File: config.mk
export PLATFORM = sky130hd
export DESIGN_NAME = lsu_axi_lite
export DESIGN_NICKNAME = d
export VERILOG_FILES = /design/src/rtl/lsu_axi_lite.sv
export SDC_FILE = /design/constraint.sdc
export NUM_CORES = 1
export LEC_CHECK = 0
export ABC_AREA = 1
export BUFFER_PORTS_ARGS = -buffer_cell sky130_fd_sc_hd__clkbuf_2
export CAP_MARGIN = 20
export CORE_MARGIN = 3
export CORE_UTILIZATION = 42
export DETAILED_ROUTE_END_ITERATION = 16
export HOLD_SLACK_MARGIN = 0.06
export PLACE_DENSITY = 0.7
export SLEW_MARGIN = 30
export SYNTH_ARGS = -nofsm -noshare
export SYNTH_HDL_FRONTEND = slang
export SYNTH_SLANG_ARGS = --single-unit
export TNS_END_PERCENT = 30
File: constraint.sdc
create_clock -name clk -period 3.7 [get_ports clk]
set_input_delay 0.185 -clock clk [delete_from_list [all_inputs] [get_ports clk]]
set_output_delay 0.185 -clock clk [all_outputs]
set_load 0.02 [all_outputs]
File: src/rtl/lsu_axi_lite.sv
// Load/store unit bridging a single-issue request port to an AXI4-Lite master.
// One outstanding transaction; misaligned accesses complete locally with an error.
module lsu_axi_lite #(
  parameter int unsigned ADDR_W = 32
) (
  input  logic              clk,
  input  logic              rst,
  input  logic              req_valid,
  output logic              req_ready,
  input  logic              req_wr,
  input  logic [2:0]        req_op,
  input  logic [63:0]       req_addr,
  input  logic [63:0]       req_wdata,
  output logic              resp_valid,
  output logic [63:0]       resp_rdata,
  output logic              resp_err,
  output logic [ADDR_W-1:0] ARADDR,
  output logic              ARVALID,
  input  logic              ARREADY,
  input  logic [63:0]       RDATA,
  input  logic [1:0]        RRESP,
  input  logic              RVALID,
  output logic              RREADY,
  output logic [ADDR_W-1:0] AWADDR,
  output logic              AWVALID,
  input  logic              AWREADY,
  output logic [63:0]       WDATA,
  output logic [7:0]        WSTRB,
  output logic              WVALID,
  input  logic              WREADY,
  input  logic [1:0]        BRESP,
  input  logic              BVALID,
  output logic              BREADY
);

  typedef enum logic [2:0] {IDLE, AR, R, AWW, B, RESP} state_t;

  state_t            r_state, w_state_nxt;
  logic [2:0]        r_op, r_off;
  logic [ADDR_W-1:0] r_baddr;
  logic [63:0]       r_wdata;
  logic [7:0]        r_wstrb;
  logic              r_aw_done, r_w_done, w_aw_done_nxt, w_w_done_nxt;
  logic              r_arvalid, r_rready, r_awvalid, r_wvalid, r_bready;
  logic              r_req_ready, r_resp_valid, r_resp_err;
  logic [63:0]       r_resp_rdata, w_rdata_nxt;
  logic              w_err_nxt, w_accept, w_misalign;
  logic [7:0]        w_strb_base, w_strb;
  logic [63:0]       w_shifted, w_load;
  logic              w_unused;

  assign req_ready  = r_req_ready;
  assign resp_valid = r_resp_valid;
  assign resp_rdata = r_resp_rdata;
  assign resp_err   = r_resp_err;
  assign ARADDR     = r_baddr;
  assign ARVALID    = r_arvalid;
  assign RREADY     = r_rready;
  assign AWADDR     = r_baddr;
  assign AWVALID    = r_awvalid;
  assign WDATA      = r_wdata;
  assign WSTRB      = r_wstrb;
  assign WVALID     = r_wvalid;
  assign BREADY     = r_bready;

  // Address bits above the bus width only matter for alignment of the low bits.
  assign w_unused = ^req_addr;

  // Size decode: stores and loads both size from op[1:0] (op 111 is a d access).
  always_comb begin
    w_misalign  = 1'b0;
    w_strb_base = 8'h01;
    case (req_op[1:0])
      2'b00: w_strb_base = 8'h01;
      2'b01: begin w_misalign = req_addr[0];      w_strb_base = 8'h03; end
      2'b10: begin w_misalign = |req_addr[1:0];   w_strb_base = 8'h0F; end
      default: begin w_misalign = |req_addr[2:0]; w_strb_base = 8'hFF; end
    endcase
  end

  assign w_strb    = w_strb_base << req_addr[2:0];
  assign w_shifted = RDATA >> {r_off, 3'b000};

  // Load data extraction: truncate to size then sign- or zero-extend.
  always_comb begin
    w_load = w_shifted;
    case (r_op)
      3'b000:  w_load = {{56{w_shifted[7]}},  w_shifted[7:0]};
      3'b001:  w_load = {{48{w_shifted[15]}}, w_shifted[15:0]};
      3'b010:  w_load = {{32{w_shifted[31]}}, w_shifted[31:0]};
      3'b100:  w_load = {56'd0, w_shifted[7:0]};
      3'b101:  w_load = {48'd0, w_shifted[15:0]};
      3'b110:  w_load = {32'd0, w_shifted[31:0]};
      default: w_load = w_shifted;
    endcase
  end

  always_comb begin
    w_state_nxt   = r_state;
    w_aw_done_nxt = r_aw_done;
    w_w_done_nxt  = r_w_done;
    w_rdata_nxt   = r_resp_rdata;
    w_err_nxt     = r_resp_err;
    w_accept      = 1'b0;
    case (r_state)
      IDLE: begin
        if (req_valid) begin
          w_accept = 1'b1;
          if (w_misalign) begin
            w_state_nxt = RESP;
            w_rdata_nxt = 64'd0;
            w_err_nxt   = 1'b1;
          end else if (req_wr) begin
            w_state_nxt = AWW;
          end else begin
            w_state_nxt = AR;
          end
        end
      end
      AR: if (ARREADY) w_state_nxt = R;
      R: begin
        if (RVALID) begin
          w_state_nxt = RESP;
          w_err_nxt   = (RRESP != 2'b00);
          w_rdata_nxt = (RRESP != 2'b00) ? 64'd0 : w_load;
        end
      end
      AWW: begin
        // AW and W channels complete independently; leave once both have.
        w_aw_done_nxt = r_aw_done | (r_awvalid & AWREADY);
        w_w_done_nxt  = r_w_done  | (r_wvalid & WREADY);
        if (w_aw_done_nxt && w_w_done_nxt) begin
          w_state_nxt   = B;
          w_aw_done_nxt = 1'b0;
          w_w_done_nxt  = 1'b0;
        end
      end
      B: begin
        if (BVALID) begin
          w_state_nxt = RESP;
          w_err_nxt   = (BRESP != 2'b00);
          w_rdata_nxt = 64'd0;
        end
      end
      RESP: begin
        w_state_nxt = IDLE;
        w_rdata_nxt = 64'd0;
        w_err_nxt   = 1'b0;
      end
      default: w_state_nxt = IDLE;
    endcase
  end

  // Bus-facing controls are registered from the next state so they align with it.
  always_ff @(posedge clk) begin
    if (rst) begin
      r_state      <= IDLE;
      r_aw_done    <= 1'b0;
      r_w_done     <= 1'b0;
      r_arvalid    <= 1'b0;
      r_rready     <= 1'b0;
      r_awvalid    <= 1'b0;
      r_wvalid     <= 1'b0;
      r_bready     <= 1'b0;
      r_req_ready  <= 1'b1;
      r_resp_valid <= 1'b0;
      r_resp_rdata <= 64'd0;
      r_resp_err   <= 1'b0;
      r_op         <= 3'd0;
      r_off        <= 3'd0;
      r_baddr      <= '0;
      r_wdata      <= 64'd0;
      r_wstrb      <= 8'd0;
    end else begin
      r_state      <= w_state_nxt;
      r_aw_done    <= w_aw_done_nxt;
      r_w_done     <= w_w_done_nxt;
      r_arvalid    <= (w_state_nxt == AR);
      r_rready     <= (w_state_nxt == R);
      r_awvalid    <= (w_state_nxt == AWW) && !w_aw_done_nxt;
      r_wvalid     <= (w_state_nxt == AWW) && !w_w_done_nxt;
      r_bready     <= (w_state_nxt == B);
      r_req_ready  <= (w_state_nxt == IDLE);
      r_resp_valid <= (w_state_nxt == RESP);
      r_resp_rdata <= w_rdata_nxt;
      r_resp_err   <= w_err_nxt;
      if (w_accept) begin
        r_op    <= req_op;
        r_off   <= req_addr[2:0];
        r_baddr <= {req_addr[ADDR_W-1:3], 3'b000};
        r_wdata <= req_wdata << {req_addr[2:0], 3'b000};
        r_wstrb <= w_strb;
      end
    end
  end

endmodule

==> qor.yml <==
outcome:
  run_status: "finished clean"
place:
  dpl_cell_area_sq_um: 12560
  io_buffer_count: 377
  gp_congestion: 0.9516
  pre_cts_slack_ns: 0.9669
  dpl.hpwl_um: 28690
  dp_cells: 2272
synth:
  yosysUniqueCellTypes: 45
  synthSimpleGateAreaFrac_pct: 33.27
  yosys_register_bits: 184
  syn_area_sq_um: 11080
  synth.most_common_cell: "nand2_1"
  synth_top_area_cell: "dfxtp_1"
  synth_adder_area_share_pct: 0
  yosysWarnings: 0
  synthTopCellsByArea: "dfxtp_1, nand2_1, o21ai_0"
  synthMuxAreaShare_pct: 1.536
  synth_compound_area_share_pct: 19.14
  synth_edf_count: 0
  synthXorXnorAreaFrac_pct: 0
  synth_top_family_by_area: "simple AND/OR/NAND/NOR gates"
  synth_flop_cell: "dfxtp_1"
  avgSynthCellArea_sq_um: 6.519
  syn_inst: 1700
  synth.top_cell.area_share_pct: 33.24
  async_reset_ff_share_pct: 0
  synthTopCellsByCount: "nand2_1, dfxtp_1, nor2_1, o21ai_0, a21oi_1"
  yosysSeqAreaShare_pct: 33.24
power_and_ir_drop:
  cellLeakagePower_nw: 6.679
  p_per_area_nw_per_um2: 472.9
  ir_drop_v: 0.0002441
  total_power_w: 0.006384
run:
  drv_cap: 0
sta:
  final.setup.tns_ns: 0
  fin_ws_ns: 0.9610
  skew_ns: 0.01171
  fin_crit_ns: 2.739
  relSlewSlack_pct: 42.33
  worst_pin_slew_ns: 0.8620
  slew_violations: 0
  final_hold_viol_count: 0
  max_freq_mhz: 365.1
  setup_viol: 0
  rsz0062_at_grt: "false"
  post-route-period-util_pct: 74.03
route:
  via_per_inst: 5.230
  dr.max_layer_used: "met5"
  drc: 0
  drt-met1-wl_um: 16370
  wl_um: 39880
  first_pass_iters: 5
  detail-route-antenna-nets: 0
  wl_met3_um: 3196
  drtIter0Drc: 1228
  wl_met2_um: 18830
  post_drt_wl_per_cell_um: 17.03
  vias: 12250
worst_hold_path:
  worstHoldPathType: "input pin to flip-flop"
  hold_depth: 4
clock_network:
  cts_buffers: 17
  clk_latency_ns: 0.43
  cts_tree: "done"
  clock_path_buffers: 2
  cts_max_level: 4
  clkTransAtPathRegs_ns: 0.07
  cts_root_buf: "clkbuf_16"
  cts_sinks: 184
critical_path:
  start_kind: "flip-flop"
  required_ns: 4.02
  reg2regPathDepth: 11
  arrival_ns: 3.06
  endpoint_kind: "flip-flop"
  crit_fanout: 73
  crit_type: "flip-flop to flip-flop"
cells_and_area:
  instances_no_fill: 2342
  nNetsFinal: 2204
  synthToLayoutAreaGrowth_pct: 21.80
  n_fill_cell: 2672
  drive_above_1_share_pct: 28.02
  design_area_sq_um: 13500
floorplanning:
  die_height_um: 168.4
  initial_core_util_pct: 43.38
  die_x_um: 168.4
  dieArea_sq_um: 28370
  io_pins: 416
  rows: 58
  fp.coreArea_sq_um: 25540
grt:
  grt_max_degree: 85
  antenna_found_initial: 3
  grt_pass1_wl_um: 61910
  grt_use_total_pct: 27.08
  grt_overflow_total: 0
  grt_pass1_vias: 11330
-- report_power, final --
group,total [W],internal (W),switching (W)
clock network,0.00184,0.000932,0.000909
logic,0.00229,0.000667,0.00162
registers,0.00226,0.00214,0.000118
total,0.00638,0.00374,0.00265
-- final cells by class --
type | count | area [sq um] | area share (%)
Timing Repair Buffer | 426 | 2357 | 17.46
Antenna cell | 3 | 7.507 | 0.05562
Inverter | 117 | 450.4 | 3.337
Tap cell | 330 | 412.9 | 3.059
Clock buffer | 19 | 452.9 | 3.356
Sequential cell | 184 | 3686 | 27.31
Clock inverter | 13 | 130.1 | 0.9640
Multi-Input combinational cell | 1250 | 6001 | 44.46
-- per-stage QoR --
step | util [%] | hold slack, ns
finish | 52.84 | 0.08635
global route | 52.83 | 0.1018
CTS | 52.81 | 0.06938
detailed placement | 49.16 | 0.4136
global placement | 49.16 | 0.4066
floorplan | - | 0.3199
-- critical path: stages, from the launching register on --
cell and delay [ns]:
dfxtp_1 0.39, nor2_4 0.16, nand2_2 0.10, nor2_8 0.46
clkinv_2 0.59, buf_12 0.39, nand2_1 0.10, nor2_1 0.04
nand2_1 0.10, inv_1 0.06, nor2_1 0.12, nor3_1 0.08
-- what timing repair did --
item	in CTS	in global routing
hold buffers	35	0
resized for setup	0	0
buffers inserted	0	0
endpoints found under the hold margin	40	0
-- path summary, 6_finish.rpt --
check                startpoint             to  slack [ns]
setup reg to reg     r_state[1]      req_ready        0.96
setup / recovery     r_state[1]      req_ready        0.96
hold reg to reg   resp_rdata[6]  resp_rdata[6]        0.47
hold / removal           req_wr        ARVALID        0.09
-- routing by layer --
layer	GRT usage [%]	vias up
met5	0	-
met2	45.43	512
met1	33.95	5596
met4	10.03	2
li1	-	6055
met3	6.293	84
-- sequential cells by signal, summed over array words and instances, names as in the netlist, 3 cells and up --
| signal | count |
|---|---|
| WDATA | 64 |
| resp_rdata | 64 |
| ARADDR | 29 |
| WSTRB | 8 |
| r_off | 3 |
| r_op | 3 |
| r_state | 3 |
-- logic make-up after synthesis --
kind of cell	Yosys count
AO/OA/AOI/OAI	366
buffers and inverters	271
flip-flops	184
multiplexers	17
other	1
AND/OR/NAND/NOR	861
-- layout by cell type (no fill, tap or decap), types with 3 or more instances in the layout --
master and count:
a21oi_1 104, inv_2 12, dlygate4sd3_1 35, conb_1 6, inv_8 4, o21ai_0 134, a221oi_1 3, o22ai_1 6
o211ai_1 37, nor2_1 134, o21ai_1 22, nor3_1 6, clkinv_4 6, inv_1 101, or2_2 7, mux2i_1 17
nor2_2 32, nand3_2 4, clkbuf_2 376, a21oi_2 31, clkbuf_16 17, nand2_2 39, a31oi_1 15, inv_6 3
diode_2 3, dfxtp_1 182, buf_4 14, nand3_1 102, a22oi_1 8, nand2_1 526
Note: power is estimated with default switching activity, not from simulation.
